### config.mk
export PLATFORM = sky130hd
export DESIGN_NAME = if_fetch_ctrl_flat
export DESIGN_NICKNAME = d
export VERILOG_FILES = /design/src/rtl/if_fetch_ctrl_if.sv /design/src/rtl/if_fetch_ctrl.sv /design/src/flat_wrapper.sv
export SDC_FILE = /design/constraint.sdc
export NUM_CORES = 1
export LEC_CHECK = 0
export ABC_AREA = 1
export CORE_MARGIN = 5
export CORE_UTILIZATION = 40
export DETAILED_ROUTE_END_ITERATION = 6
export HOLD_SLACK_MARGIN = 0.1
export PLACE_DENSITY = 0.69
export SLEW_MARGIN = 20
export SYNTH_ARGS = -nofsm -noshare
export SYNTH_HDL_FRONTEND = slang
export SYNTH_SLANG_ARGS = --single-unit
export TNS_END_PERCENT = 10
### constraint.sdc
create_clock -name clk -period 4.6 [get_ports clk]
set_clock_uncertainty 0.2 [all_clocks]
set_input_delay 0.69 -clock clk [delete_from_list [all_inputs] [get_ports clk]]
set_output_delay 0.69 -clock clk [all_outputs]
set_load 0.01 [all_outputs]
### src/rtl/if_fetch_ctrl_if.sv
`default_nettype none
// ============================================================================
// Module   : if_fetch_ctrl_if
// Brief    : Instruction-memory request/ready handshake between the fetch
//            sequencer (master) and the instruction memory (slave).
// Revision : 1.0 - initial release
// ============================================================================
interface if_fetch_ctrl_if;
    logic        imem_req_o;
    logic [31:0] imem_addr_o;
    logic        imem_ready_i;
    logic [31:0] imem_data_i;

    modport master (
        output imem_req_o,
        output imem_addr_o,
        input  imem_ready_i,
        input  imem_data_i
    );

    modport slave (
        input  imem_req_o,
        input  imem_addr_o,
        output imem_ready_i,
        output imem_data_i
    );
endinterface
`default_nettype wire

### src/rtl/if_fetch_ctrl.sv
`default_nettype none
// ============================================================================
// Module   : if_fetch_ctrl
// Brief    : Instruction-fetch sequencer. Owns the PC, drives the imem
//            request/ready handshake, registers the IF/ID boundary and
//            produces the per-stage stall vector {wb,mem,ex,id,if,pc}.
// Revision : 1.0 - initial release
// ============================================================================
module if_fetch_ctrl #(
    parameter logic [31:0] RESET_PC = 32'h0000_0000
) (
    input  wire logic        clk,
    input  wire logic        rst,
    input  wire logic        stall_req_id,
    input  wire logic        stall_req_ex,
    input  wire logic        branch_flag_i,
    input  wire logic [31:0] branch_target_i,
    input  wire logic        flush_i,
    input  wire logic [31:0] new_pc_i,
    output logic      [31:0] pc_o,
    output logic      [31:0] id_pc_o,
    output logic      [31:0] inst_o,
    output logic             inst_valid_o,
    output logic      [5:0]  stall_o,
    if_fetch_ctrl_if.master  imem
);

    localparam logic [1:0] S_IDLE = 2'd0;
    localparam logic [1:0] S_REQ  = 2'd1;
    localparam logic [1:0] S_KILL = 2'd2;

    localparam logic [5:0] c_STALL_NONE = 6'b000000;
    localparam logic [5:0] c_STALL_EX   = 6'b001111;
    localparam logic [5:0] c_STALL_ID   = 6'b000111;
    localparam logic [5:0] c_STALL_MEM  = 6'b000011;

    logic [1:0]  r_state;
    logic [1:0]  w_state_nxt;
    logic [31:0] r_pc;
    logic [31:0] w_pc_nxt;
    logic [31:0] r_pending;
    logic [31:0] w_pending_nxt;
    logic [31:0] r_id_pc;
    logic [31:0] w_id_pc_nxt;
    logic [31:0] r_inst;
    logic [31:0] w_inst_nxt;
    logic        r_inst_valid;
    logic        w_inst_valid_nxt;

    logic [5:0]  w_stall;
    logic        w_busy;
    logic        w_accept;
    logic        w_branch;
    logic        w_redirect;
    logic [31:0] w_target_raw;
    logic [31:0] w_target;

    // A request is outstanding in every state except IDLE.
    assign w_busy = (r_state == S_REQ) || (r_state == S_KILL);

    // Stall vector: first matching source wins; flush clears everything.
    always_comb begin
        w_stall = c_STALL_NONE;
        if (flush_i) begin
            w_stall = c_STALL_NONE;
        end else if (stall_req_ex) begin
            w_stall = c_STALL_EX;
        end else if (stall_req_id) begin
            w_stall = c_STALL_ID;
        end else if (w_busy && !imem.imem_ready_i) begin
            w_stall = c_STALL_MEM;
        end
    end

    // A branch is only trusted when ID itself is not being held.
    assign w_accept     = imem.imem_ready_i && !w_stall[1];
    assign w_branch     = branch_flag_i && !w_stall[2];
    assign w_redirect   = flush_i || w_branch;
    assign w_target_raw = flush_i ? new_pc_i : branch_target_i;
    assign w_target     = {w_target_raw[31:2], 2'b00};

    // Next-state and PC/pending selection. A redirect that arrives while the
    // memory has not answered cannot cancel the request, so the target is
    // parked and the stale response is swallowed in KILL.
    always_comb begin
        w_state_nxt   = r_state;
        w_pc_nxt      = r_pc;
        w_pending_nxt = r_pending;
        case (r_state)
            S_IDLE: begin
                w_state_nxt = S_REQ;
            end
            S_REQ: begin
                if (w_redirect) begin
                    if (w_accept) begin
                        w_pc_nxt = w_target;
                    end else begin
                        w_pending_nxt = w_target;
                        w_state_nxt   = S_KILL;
                    end
                end else if (w_accept) begin
                    w_pc_nxt = r_pc + 32'd4;
                end
            end
            S_KILL: begin
                if (flush_i) begin
                    w_pending_nxt = w_target;
                end
                if (w_accept) begin
                    w_pc_nxt    = flush_i ? w_target : r_pending;
                    w_state_nxt = S_REQ;
                end
            end
            default: begin
                w_state_nxt = S_IDLE;
            end
        endcase
    end

    // IF/ID boundary: hold when ID stalls, bubble when only IF stalls or on
    // flush, load only a genuinely accepted sequential fetch.
    always_comb begin
        w_id_pc_nxt      = r_id_pc;
        w_inst_nxt       = r_inst;
        w_inst_valid_nxt = r_inst_valid;
        if (flush_i || (w_stall[1] && !w_stall[2])) begin
            w_inst_nxt       = 32'h0;
            w_inst_valid_nxt = 1'b0;
        end else if (w_stall[1]) begin
            w_inst_valid_nxt = r_inst_valid;
        end else if ((r_state == S_REQ) && w_accept && !w_redirect) begin
            w_inst_nxt       = imem.imem_data_i;
            w_id_pc_nxt      = r_pc;
            w_inst_valid_nxt = 1'b1;
        end else begin
            w_inst_nxt       = 32'h0;
            w_inst_valid_nxt = 1'b0;
        end
    end

    // State register.
    always_ff @(posedge clk) begin
        if (rst) begin
            r_state <= S_IDLE;
        end else begin
            r_state <= w_state_nxt;
        end
    end

    // PC, pending target and IF/ID registers.
    always_ff @(posedge clk) begin
        if (rst) begin
            r_pc         <= RESET_PC;
            r_pending    <= 32'h0;
            r_id_pc      <= 32'h0;
            r_inst       <= 32'h0;
            r_inst_valid <= 1'b0;
        end else begin
            r_pc         <= w_pc_nxt;
            r_pending    <= w_pending_nxt;
            r_id_pc      <= w_id_pc_nxt;
            r_inst       <= w_inst_nxt;
            r_inst_valid <= w_inst_valid_nxt;
        end
    end

    assign imem.imem_req_o  = w_busy;
    assign imem.imem_addr_o = r_pc;
    assign pc_o             = r_pc;
    assign id_pc_o          = r_id_pc;
    assign inst_o           = r_inst;
    assign inst_valid_o     = r_inst_valid;
    assign stall_o          = w_stall;

endmodule
`default_nettype wire

### src/flat_wrapper.sv
// flat-port wrapper written by rule: the top's interface ports become plain ports
module if_fetch_ctrl_flat 
#(
    parameter logic [31:0] RESET_PC = 32'h0000_0000
)
  (clk, rst, stall_req_id, stall_req_ex, branch_flag_i, branch_target_i, flush_i, new_pc_i, pc_o, id_pc_o, inst_o, inst_valid_o, stall_o, imem_imem_req_o, imem_imem_addr_o, imem_imem_ready_i, imem_imem_data_i);
  if_fetch_ctrl_if imem_i ();
  input  wire logic clk;
  input  wire logic rst;
  input  wire logic stall_req_id;
  input  wire logic stall_req_ex;
  input  wire logic branch_flag_i;
  input  wire logic [31:0] branch_target_i;
  input  wire logic flush_i;
  input  wire logic [31:0] new_pc_i;
  output logic      [31:0] pc_o;
  output logic      [31:0] id_pc_o;
  output logic      [31:0] inst_o;
  output logic inst_valid_o;
  output logic      [5:0] stall_o;
  output wire logic [$bits(imem_i.imem_req_o)-1:0] imem_imem_req_o;
  output wire logic [$bits(imem_i.imem_addr_o)-1:0] imem_imem_addr_o;
  input wire logic [$bits(imem_i.imem_ready_i)-1:0] imem_imem_ready_i;
  input wire logic [$bits(imem_i.imem_data_i)-1:0] imem_imem_data_i;
  assign imem_imem_req_o = imem_i.imem_req_o;
  assign imem_imem_addr_o = imem_i.imem_addr_o;
  assign imem_i.imem_ready_i = imem_imem_ready_i;
  assign imem_i.imem_data_i = imem_imem_data_i;
  if_fetch_ctrl #(.RESET_PC(RESET_PC)) u_core (.clk(clk), .rst(rst), .stall_req_id(stall_req_id), .stall_req_ex(stall_req_ex), .branch_flag_i(branch_flag_i), .branch_target_i(branch_target_i), .flush_i(flush_i), .new_pc_i(new_pc_i), .pc_o(pc_o), .id_pc_o(id_pc_o), .inst_o(inst_o), .inst_valid_o(inst_valid_o), .stall_o(stall_o), .imem(imem_i));
endmodule
==> results of run 1 <==
-- per-stage QoR --
stage                     cell area, um^2  util (%)
after floorplan                      6983         -
after global placement               9100     52.79
after detailed placement             9100     52.79
after CTS                            9666     56.08
after global routing                 9666     56.08
final                                9666     56.08
-- cells by family after synthesis --
family	after synthesis	share of synthesized area [%]
other	1	0.05373
xor gates and xnor gates	4	0.5021
DFF	131	37.58
and+or+nand+nor	520	29.97
adders and majority gates	4	0.7171
buffers and inverters	153	11.44
AOI/OAI and AO/OA	264	19.74
-- worst paths after layout --
kind / end / slack (ns) / cells past startpoint / from
min: u_core.r_pending[13]$_SDFFE_PP0P_ / 0.26 / 2 / u_core.r_pending[13]$_SDFFE_PP0P_
max reg2reg: u_core.inst_o[29]$_SDFFE_PP0N_ / 2.08 / 9 / u_core.r_state[1]$_SDFFE_PP0P_
min reg2reg: u_core.r_pending[13]$_SDFFE_PP0P_ / 0.26 / 2 / u_core.r_pending[13]$_SDFFE_PP0P_
max: stall_o[0] / 1.37 / 3 / flush_i
-- critical path: stages --
cell and delay [ns]:
clkdlybuf4s50_1 0.61, a21oi_2 0.41, clkdlybuf4s50_1 0.62
-- power by group --
group / switching, mW / internal (mW) / total, mW / leakage, nW
Sequential: 0.253 / 1.35 / 1.60 / 1.07
Clock: 0.508 / 0.769 / 1.28 / 0.264
Combinational: 1.07 / 0.759 / 1.83 / 2.41
-- per-layer routing --
| layer | track usage [%] | vias up | part of all wire [%] |
|---|---|---|---|
| met5 | 0 | - | 0 |
| met4 | 6.919 | 0 | 2.1 |
| met3 | 5.544 | 31 | 7.3 |
| met2 | 39.18 | 296 | 49 |
| met1 | 29.64 | 3473 | 42 |
| li1 | - | 3789 | - |
-- layout make-up --
cell class	instances	area, um^2
timing repair buffer	244	2412
clock inverter	12	108.9
fill	1702	7571
clock buffer	20	456.7
multi-input combinational	794	3562
sequential	131	2623
tap	225	281.5
inverter	59	221.5
-- cell usage after synthesis --
cell | n | area share [%]
nand2_4 | 1 | 0.16
conb_1 | 1 | 0.054
buf_4 | 36 | 3.9
inv_1 | 56 | 3.0
a21oi_1 | 133 | 9.5
or2_2 | 1 | 0.090
nor3b_1 | 13 | 1.4
inv_2 | 3 | 0.16
o22ai_1 | 4 | 0.36
buf_2 | 23 | 1.6
xor2_1 | 1 | 0.13
and2_1 | 1 | 0.090
nor2_2 | 1 | 0.090
a21oi_4 | 3 | 0.70
xnor2_1 | 3 | 0.38
nor2_4 | 1 | 0.16
clkbuf_1 | 20 | 1.1
nand2_2 | 2 | 0.18
buf_1 | 7 | 0.38
nor3_4 | 1 | 0.23
nand2_1 | 347 | 19
a21oi_2 | 1 | 0.13
nor2_1 | 112 | 6.0
o21ai_2 | 1 | 0.13
buf_6 | 8 | 1.3
o21ai_0 | 117 | 8.4
nand4_1 | 1 | 0.090
dfxtp_1 | 131 | 38
nand3_1 | 38 | 2.7
a31oi_1 | 2 | 0.18
a211oi_1 | 2 | 0.22
nor3_1 | 1 | 0.072
ha_1 | 4 | 0.72
o21bai_1 | 1 | 0.11
-- sequential cells by signal (all words and copies together), names as in the netlist --
name / cells
u_core.id_pc_o: 32
u_core.imem.imem_addr_o: 32
u_core.inst_o: 32
u_core.r_pending: 32
u_core.r_state: 2
u_core.inst_valid_o: 1
==> results.ini, run 1 <==
[finish]
areaGrowthSynthToFinish_pct=38.49
layout_common_cells=347 x nand2_1, 232 x clkdlybuf4s50_1, 133 x a21oi_1
layout_commonest_cell=nand2_1
layout-drive-gt1-share_pct=4.603
num_antenna_cells=0
final_cells=1485
nets=1354

[yosys]
synth_cell_types=34
ys_warn_count=0
netlist_area_um2=6979
postSynthCellCount=1077
ys_seq_area_share_pct=37.58
avgSynthCellArea_um2=6.480
ys_ff_latch=131

[routing]
vias=7589
ant_nets=0
wl_per_cell_um=16.01
drc=0
first_pass_iters=5
via_per_inst=5.110
first_iter_violations=686
finalWirelength_mm=23.78

[pwr]
peakVddDrop_mv=0.2745
power_density_nw_per_um2=486.9
finalPower_mw=4.706
leakagePower_nw=3.747

[timing]
drv_slew=0
tightest_slew_ns=0.6959
hold_ws_ns=0.2630
final.setup.tns_ns=0
post-route-period-util_pct=70.24
rsz0062_at_grt=false
max_freq_ghz=0.3095
hold_violations=0
finalSetupViolations=0
fin_ws_ns=1.369
fin_crit_ns=3.231
max_slew_margin_pct=53.61

[clock_network]
tritoncts=yes
clk_pin_slew_worst_paths_ns=0.06
cts_root_buf=clkbuf_16
ctsResizeCount=0
cts_buffers=17
postCtsHoldBufs=0
clk_latency_ns=0.42
cts_buffer_depth=2
cts_setup_buffers=0
cts.sinks=131
htree_levels=4

[worst_setup_path]
crit_arrival_ns=2.34
setup.worst_path.class=in2out
required_ns=3.71
cp_max_fo=8
crit_path_start_kind=primary input
cp-end-kind=output pin

[floorplanning]
core_area_um2=17240
die_h_um=142.1
start_util_pct=40.49
die_area_um2=20190
pin_count=239
fp-row-count=48
die_x_um=142.1

[grt]
grt_first_pass_wirelength_mm=37.56
grt_use_total_pct=23.26
grt_pass1_vias=7039
overflow=0
grt_start_max_net_pins=80
antenna_found_initial=0

[placement]
io_buffer_count=232
gp_congestion=0.9056
dp_hpwl_mm=17.35
numPlacedInstances=1453
place_ws_ns=1.311

[run_status]
status=finished clean

[hold_path]
hp-class=reg2reg

[flow_run]
drv_cap=0

(Power assumes the default switching activity.)
==> run 2: changes to the inputs <==
==> constraint.sdc (replaced) <==
create_clock -name clk -period 3.4 [get_ports clk]
set_clock_uncertainty 0.2 [all_clocks]
set_input_delay 0.51 -clock clk [delete_from_list [all_inputs] [get_ports clk]]
set_output_delay 0.51 -clock clk [all_outputs]
set_load 0.01 [all_outputs]
==> run 2 against run 1 <==
Against the previous run: clock power increased by 60%; sequential share of layout area fell by 0.31 points; highest routed layer unchanged; largest power group unchanged; worst hold slack about the same; critical path depth is 2 higher; critical endpoint is now stall_o[1]; non-clock buffer count increased by 2; flip-flop and latch count is the same; design area is 1.1% higher; critical path type is now reg2out; worst setup slack lost 0.94 ns.
==> results.ini, run 2 (synthesis gave the netlist of run 1 again) <==
[placement]
io_buffer_count=232  ; unchanged
dp_hpwl_mm=17.43  ; was 17.35 mm
gp_congestion=0.8864  ; was 0.9056

[worst_setup_path]
cp-end-kind=output pin  ; unchanged
setup.worst_path.class=reg2out  ; was in2out
slowest_stage=clkdlybuf4s50_1  ; unchanged
crit_chain=inv_1 > ha_1 > nand2_1 > a21oi_2 > clkdlybuf4s50_1  ; was clkdlybuf4s50_1 > a21oi_2 > clkdlybuf4s50_1
cp_max_fo=7  ; was 8
required_ns=2.69  ; was 3.71 ns
reg2reg_depth=9  ; unchanged
crit_arrival_ns=2.26  ; was 2.34 ns
cp_slowest_stage_delay_ns=0.63  ; was 0.62 ns
crit_path_start_kind=flip-flop  ; was primary input

[routing]
drc=0  ; unchanged
wl_per_cell_um=16.14  ; was 16.01 um
ant_nets=0  ; unchanged
finalWirelength_mm=23.98  ; was 23.78 mm
via_per_inst=5.092  ; was 5.110
first_pass_iters=7  ; was 5
first_iter_violations=595  ; was 686
vias=7566  ; was 7589

[pwr]
peakVddDrop_mv=0.4935  ; was 0.2745 mV
pwr-share-clk_pct=30.6  ; was 27.1%
combPwrFrac_pct=37.0  ; was 38.8%
power_density_nw_per_um2=684.7  ; was 486.9 nW/um^2
p_sw_share_pct=36.80  ; was 38.87%
leakagePower_nw=3.816  ; was 3.747 nW
switching_power_mw=2.463  ; was 1.829 mW
power.share.sequential_pct=32.4  ; was 34.0%
p_int_mw=4.230  ; was 2.877 mW
finalPower_mw=6.693  ; was 4.706 mW

[floorplanning]
die_x_um=142.1  ; unchanged
die_area_um2=20190  ; unchanged
fp-row-count=48  ; unchanged
core_area_um2=17240  ; unchanged
start_util_pct=40.49  ; unchanged
die_h_um=142.1  ; unchanged
pin_count=239  ; unchanged

[clock_network]
htree_levels=4  ; unchanged
clk_pin_slew_worst_paths_ns=0.05  ; was 0.06 ns
postCtsHoldBufs=0  ; unchanged
cts_buffers=17  ; unchanged
tritoncts=yes  ; unchanged
cts_buffer_depth=2  ; unchanged
ctsResizeCount=0  ; unchanged
cts.sinks=131  ; unchanged
clk_latency_ns=0.43  ; was 0.42 ns
cts_setup_buffers=0  ; unchanged
cts_root_buf=clkbuf_16  ; unchanged

[timing]
max_slew_margin_pct=57.71  ; was 53.61%
final.setup.tns_ns=0  ; unchanged
fin_crit_ns=2.975
rsz0062_at_grt=false  ; unchanged
drv_slew=0  ; unchanged
finalSetupViolations=0  ; unchanged
max_freq_ghz=0.3362
tightest_slew_ns=0.6344  ; was 0.6959 ns
hold_violations=0  ; unchanged
post-route-period-util_pct=87.50

[grt]
grt_use_total_pct=23.32  ; was 23.26%
overflow=0  ; unchanged
grt_start_max_net_pins=63  ; was 80
antenna_found_initial=0  ; unchanged
grt_pass1_vias=7155  ; was 7039
grt_first_pass_wirelength_mm=37.63  ; was 37.56 mm

[finish]
layout_commonest_cell=nand2_1  ; unchanged
areaGrowthSynthToFinish_pct=40.07  ; was 38.49%
num_antenna_cells=0  ; unchanged
nets=1356  ; was 1354
layout_common_cells=347 x nand2_1, 232 x clkdlybuf4s50_1, 133 x a21oi_1  ; unchanged
layout-drive-gt1-share_pct=4.600  ; was 4.603%

[hold_path]
hp-class=reg2reg  ; unchanged
hold-path-cell-count=2  ; unchanged

[flow_run]
drv_cap=0  ; unchanged

[run_status]
status=finished clean  ; unchanged

[run 2: metal layers]
metal	vias to the layer above	global-route usage, %	wire length (um)
li1	3794	-	-
met1	3448	29.20	10150
met2	282	39.43	11500
met3	42	5.679	1788
met4	0	7.727	544
met5	-	0	0
[run 2: critical path, delay by kind of cell (launching register included)]
kind | cells | cell delay (ns)
AND/OR/NAND/NOR | 1 | 0.08
flip-flops | 1 | 0.33
buffers and inverters | 2 | 0.71
adder cells (fa/ha/maj) | 1 | 0.34
AO/OA/AOI/OAI | 1 | 0.38
[run 2: per-stage QoR]
stage | setup WS, ns | util [%] | std cells | cell area, um^2 | hold WS [ns]
after detailed placement | 0.5171 | 52.88 | 1455 | 9115 | 0.2547
after floorplan | 1.100 | - | 1078 | 6983 | 0.2398
after global routing | 0.3360 | 56.71 | 1486 | 9776 | 0.2786
after CTS | 0.3950 | 56.71 | 1486 | 9776 | 0.2639
final | 0.4252 | 56.71 | 1486 | 9776 | 0.2630
after global placement | 0.5346 | 52.88 | 1455 | 9115 | 0.2485
[run 2: power by group through the flow]
stage          clock network (mW)  registers, mW  logic [mW]
6_report                     2.05           2.17        2.48
5_1_grt                      2.14           2.21        2.75
4_1_cts                      2.07           2.16        2.49
3_5_place_dp                    0           2.19        2.47
3_3_place_gp                    0           2.19        2.45
2_1_floorplan                   0           2.13        1.57
[run 2: worst paths after layout]
kind | startpoint | to | slack (ns)
worst min-delay path | u_core.inst_o[7]$_SDFFE_PP0N_ | u_core.inst_o[7]$_SDFFE_PP0N_ | 0.26
worst max-delay path | u_core.r_state[0]$_SDFFE_PP0P_ | stall_o[1] | 0.43
worst min register to register | u_core.inst_o[7]$_SDFFE_PP0N_ | u_core.inst_o[7]$_SDFFE_PP0N_ | 0.26
worst max register to register | u_core.r_state[0]$_SDFFE_PP0P_ | u_core.inst_o[29]$_SDFFE_PP0N_ | 0.86
[run 2: area by class of cell]
| class | count | area (um^2) |
|---|---|---|
| clock buffer | 23 | 488.0 |
| clock inverter | 8 | 172.7 |
| fill | 1690 | 7461 |
| inverter | 59 | 221.5 |
| multi-input combinational | 794 | 3562 |
| sequential | 131 | 2623 |
| tap | 225 | 281.5 |
| timing repair buffer | 246 | 2427 |
==> run 3: changes to the inputs <==
--- a/config.mk
+++ b/config.mk
@@ -5,10 +5,11 @@
 export SDC_FILE = /design/constraint.sdc
 export NUM_CORES = 1
 export LEC_CHECK = 0
-export ABC_AREA = 1
+export CAP_MARGIN = 20
 export CORE_MARGIN = 5
 export CORE_UTILIZATION = 40
 export DETAILED_ROUTE_END_ITERATION = 6
+export GPL_TIMING_DRIVEN = 0
 export HOLD_SLACK_MARGIN = 0.1
 export PLACE_DENSITY = 0.69
 export SLEW_MARGIN = 20
==> run 3 against run 2 <==
Against the previous run: clock power decreased by 18%; synthesized cell count down 22%; flip-flop and latch count did not move; non-clock buffer count increased by 93; design area is 2.8% higher; total power increased by 9.0%; global-route usage up 1.2 points; combinational power is 34% higher; core utilization increased by 2.0 points; worst setup slack lost 0.27 ns; critical path type unchanged; critical endpoint unchanged.
==> results.ini, run 3 <==
[yosys]
yosysTopAreaCell=dfxtp_1  ; unchanged
post-synth-top-count-cell=dfxtp_1  ; was nand2_1
synthFlopType=dfxtp_1  ; unchanged
ys_seq_area_share_pct=38.10  ; was 37.58%
avgSynthCellArea_um2=8.155  ; was 6.480 um^2
synth_top_area_share_pct=38.10  ; was 37.58%
synth_cell_types=63  ; was 34
synth_commonest_cells=131 x dfxtp_1, 95 x nand2_1, 89 x nor2_1  ; was 347 x nand2_1, 133 x a21oi_1, 131 x dfxtp_1
synth-edff-count=0  ; unchanged
ys_ff_latch=131  ; unchanged
netlist_area_um2=6883  ; was 6979 um^2
async_flop_share_pct=0  ; unchanged
synth.area.top_cells=dfxtp_1 38%, a21oi_1 5.7%, mux2i_1 5.2%  ; was dfxtp_1 38%, nand2_1 19%, a21oi_1 9.5%
postSynthCellCount=844  ; was 1077
ys_warn_count=0  ; unchanged

[pwr]
p_int_mw=4.456  ; was 4.230 mW
power_density_nw_per_um2=725.9  ; was 684.7 nW/um^2
peakVddDrop_mv=0.4525  ; was 0.4935 mV
switching_power_mw=2.840  ; was 2.463 mW
leakagePower_nw=3.662  ; was 3.816 nW
combPwrFrac_pct=45.7  ; was 37.0%
pwr-share-clk_pct=23.1  ; was 30.6%
p_sw_share_pct=38.93  ; was 36.80%
power.share.sequential_pct=31.2  ; was 32.4%

[grt]
overflow=0  ; unchanged
grt_first_pass_wirelength_mm=38.52  ; was 37.63 mm
grt_use_total_pct=24.49  ; was 23.32%
antenna_found_initial=0  ; unchanged
grt_pass1_vias=6717  ; was 7155
grt_start_max_net_pins=17  ; was 63

[placement]
dp_hpwl_mm=19.16  ; was 17.43 mm
io_buffer_count=231  ; was 232
place_ws_ns=-0.08170  ; was 0.5171 ns
numPlacedInstances=1301  ; was 1455
gp_congestion=0.9101  ; was 0.8864

[worst_setup_path]
setup.worst_path.class=reg2out  ; unchanged
crit_path_start_kind=flip-flop  ; unchanged
required_ns=2.69  ; about the same
cp-end-kind=output pin  ; unchanged
crit_chain=inv_1 > ha_1 > buf_4 > nand2_1 > a21oi_4 > buf_6 > buf_4 > clkdlybuf4s50_1  ; was inv_1 > ha_1 > nand2_1 > a21oi_2 > clkdlybuf4s50_1
cp_max_fo=11  ; was 7
reg2reg_depth=8  ; was 9
r2r-end=u_core.imem.imem_addr_o[19]$_SDFFE_PP0P_  ; was u_core.inst_o[29]$_SDFFE_PP0N_
rr_startpoint=u_core.r_state[0]$_SDFFE_PP0P_  ; unchanged
reg2reg_slack_ns=0.60  ; was 0.86 ns
cp_common_cell=buf_4
crit_arrival_ns=2.53  ; was 2.26 ns
slowest_stage=clkdlybuf4s50_1  ; unchanged
cp_slowest_stage_delay_ns=0.53  ; was 0.63 ns

[hold_path]
min_from=u_core.id_pc_o[17]$_SDFFE_PP0P_  ; was u_core.inst_o[7]$_SDFFE_PP0N_
hp-class=reg2reg  ; unchanged
holdPathEnd=u_core.id_pc_o[17]$_SDFFE_PP0P_  ; was u_core.inst_o[7]$_SDFFE_PP0N_
hold-path-cell-count=2  ; unchanged

[routing]
finalWirelength_mm=25.26  ; was 23.98 mm
first_pass_iters=6  ; was 7
wl_per_cell_um=18.92  ; was 16.14 um
ant_nets=0  ; unchanged
drc=0  ; unchanged
first_iter_violations=644  ; was 595
via_per_inst=5.466  ; was 5.092
vias=7297  ; was 7566

[clock_network]
cts.sinks=131  ; unchanged
htree_levels=4  ; unchanged
postCtsHoldBufs=0  ; unchanged
cts_buffers=17  ; unchanged
cts_root_buf=clkbuf_16  ; unchanged
tritoncts=yes  ; unchanged
cts_buffer_depth=2  ; unchanged
clk_pin_slew_worst_paths_ns=0.05  ; about the same
clk_latency_ns=0.43  ; about the same

[timing]
fin_crit_ns=3.245  ; was 2.975 ns
drv_slew=0  ; unchanged
hold_violations=0  ; unchanged
finalSetupViolations=0  ; unchanged
rsz0062_at_grt=false  ; unchanged
fin_ws_ns=0.1553  ; was 0.4252 ns
tightest_slew_ns=0.7878  ; was 0.6344 ns
max_slew_margin_pct=46.65  ; was 57.71%
hold_ws_ns=0.2517  ; was 0.2630 ns
post-route-period-util_pct=95.43  ; was 87.50%
max_freq_ghz=0.3082  ; was 0.3362 GHz

[finish]
final_cells=1335  ; was 1486
layout-drive-gt1-share_pct=12.70  ; was 4.600%
areaGrowthSynthToFinish_pct=46.03  ; was 40.07%
layout_common_cells=231 x clkdlybuf4s50_1, 131 x dfxtp_1, 95 x nand2_1  ; was 347 x nand2_1, 232 x clkdlybuf4s50_1, 133 x a21oi_1
num_antenna_cells=0  ; unchanged
nets=1204  ; was 1356
layout_commonest_cell=clkdlybuf4s50_1  ; was nand2_1
fill_cells=1611  ; was 1690

[floorplanning]
die_x_um=141.2  ; was 142.1 um
die_h_um=141.2  ; was 142.1 um
core_area_um2=17120  ; was 17240 um^2
start_util_pct=40.21  ; was 40.49%
die_area_um2=19930  ; was 20190 um^2
fp-row-count=48  ; unchanged
pin_count=239  ; unchanged

[flow_run]
drv_cap=0  ; unchanged

[run_status]
status=finished clean  ; unchanged

==> run 3: what timing repair did <==
item                                    in CTS  in global routing
setup buffers                                0                  2
resized for setup                            3                  1
pin swaps                                    0                  1
gates cloned                                 0                  0
endpoints found under the setup margin       2                  1
==> run 3: routing by layer <==
metal	up-vias	GRT usage [%]	routed length [um]
met3	49	4.274	2053
met1	3391	34.87	11290
li1	3520	-	-
met5	-	0	0
met4	0	9.077	567
met2	337	37.07	11350
==> run 3: stage by stage <==
stage | TNS (ns) | total power, mW | instance area, um^2 | util [%]
4_1_cts | 0 | 7.263 | 10030 | 58.61
5_1_grt | 0 | 7.685 | 10050 | 58.72
3_5_place_dp | -0.08170 | 5.565 | 9480 | 55.39
2_1_floorplan | 0 | 4.172 | 6887 | -
6_report | 0 | 7.296 | 10050 | 58.72
3_3_place_gp | -0.06102 | 5.539 | 9480 | 55.39
==> run 3: area by class of cell <==
| class | count | area [um^2] | area share [%] |
|---|---|---|---|
| Multi-Input combinational cell | 598 | 3620 | 36.01 |
| Sequential cell | 131 | 2623 | 26.09 |
| Timing Repair Buffer | 233 | 2327 | 23.15 |
| Buffer | 106 | 624.3 | 6.212 |
| Clock buffer | 21 | 450.4 | 4.482 |
| Tap cell | 225 | 281.5 | 2.801 |
| Clock inverter | 11 | 87.58 | 0.8714 |
| Inverter | 10 | 37.54 | 0.3735 |
==> run 3: critical path: cells and delay by family (launching register included) <==
kind                     cells  cell delay (ns)
adder cells (fa/ha/maj)      1             0.32
buffers and inverters        5             1.06
AO/OA/AOI/OAI                1             0.24
AND/OR/NAND/NOR              1             0.13
flip-flops                   1             0.35
==> run 3: power by group through the flow <==
stage	sequential, mW	combinational [mW]	clock, mW
3_5_place_dp	2.30	3.26	0
4_1_cts	2.27	3.28	1.71
2_1_floorplan	2.24	1.94	0
6_report	2.28	3.33	1.68
3_3_place_gp	2.29	3.24	0
5_1_grt	2.33	3.58	1.78
==> run 3: cell families (layout without fill, tap and decap cells) <==
logic type                 count (synthesis)  count (layout)  synth area share [%]
and+or+nand+nor                          269             269                 18.43
AOI/OAI and AO/OA                        260             260                 23.83
DFF                                      131             131                 38.10
buffers and inverters                    116             381                 9.526
muxes                                     54              54                 8.180
xor gates and xnor gates                   9               9                 1.145
adders and majority gates                  4               4                0.7272
other                                      1               2               0.05448
==> run 3: worst max-delay path by stage <==
stage / startpoint / endpoint / slack (ns) / cells past startpoint
after floorplan: flush_i / stall_o[1] / 0.95 / 6
after global placement: imem_imem_ready_i / stall_o[1] / -0.06 / 7
after detailed placement: imem_imem_ready_i / stall_o[1] / -0.08 / 7
after CTS: u_core.r_state[0]$_SDFFE_PP0P_ / stall_o[1] / 0.06 / 8
after global routing: u_core.r_state[0]$_SDFFE_PP0P_ / stall_o[1] / 0.04 / 8
final: u_core.r_state[0]$_SDFFE_PP0P_ / stall_o[1] / 0.16 / 8
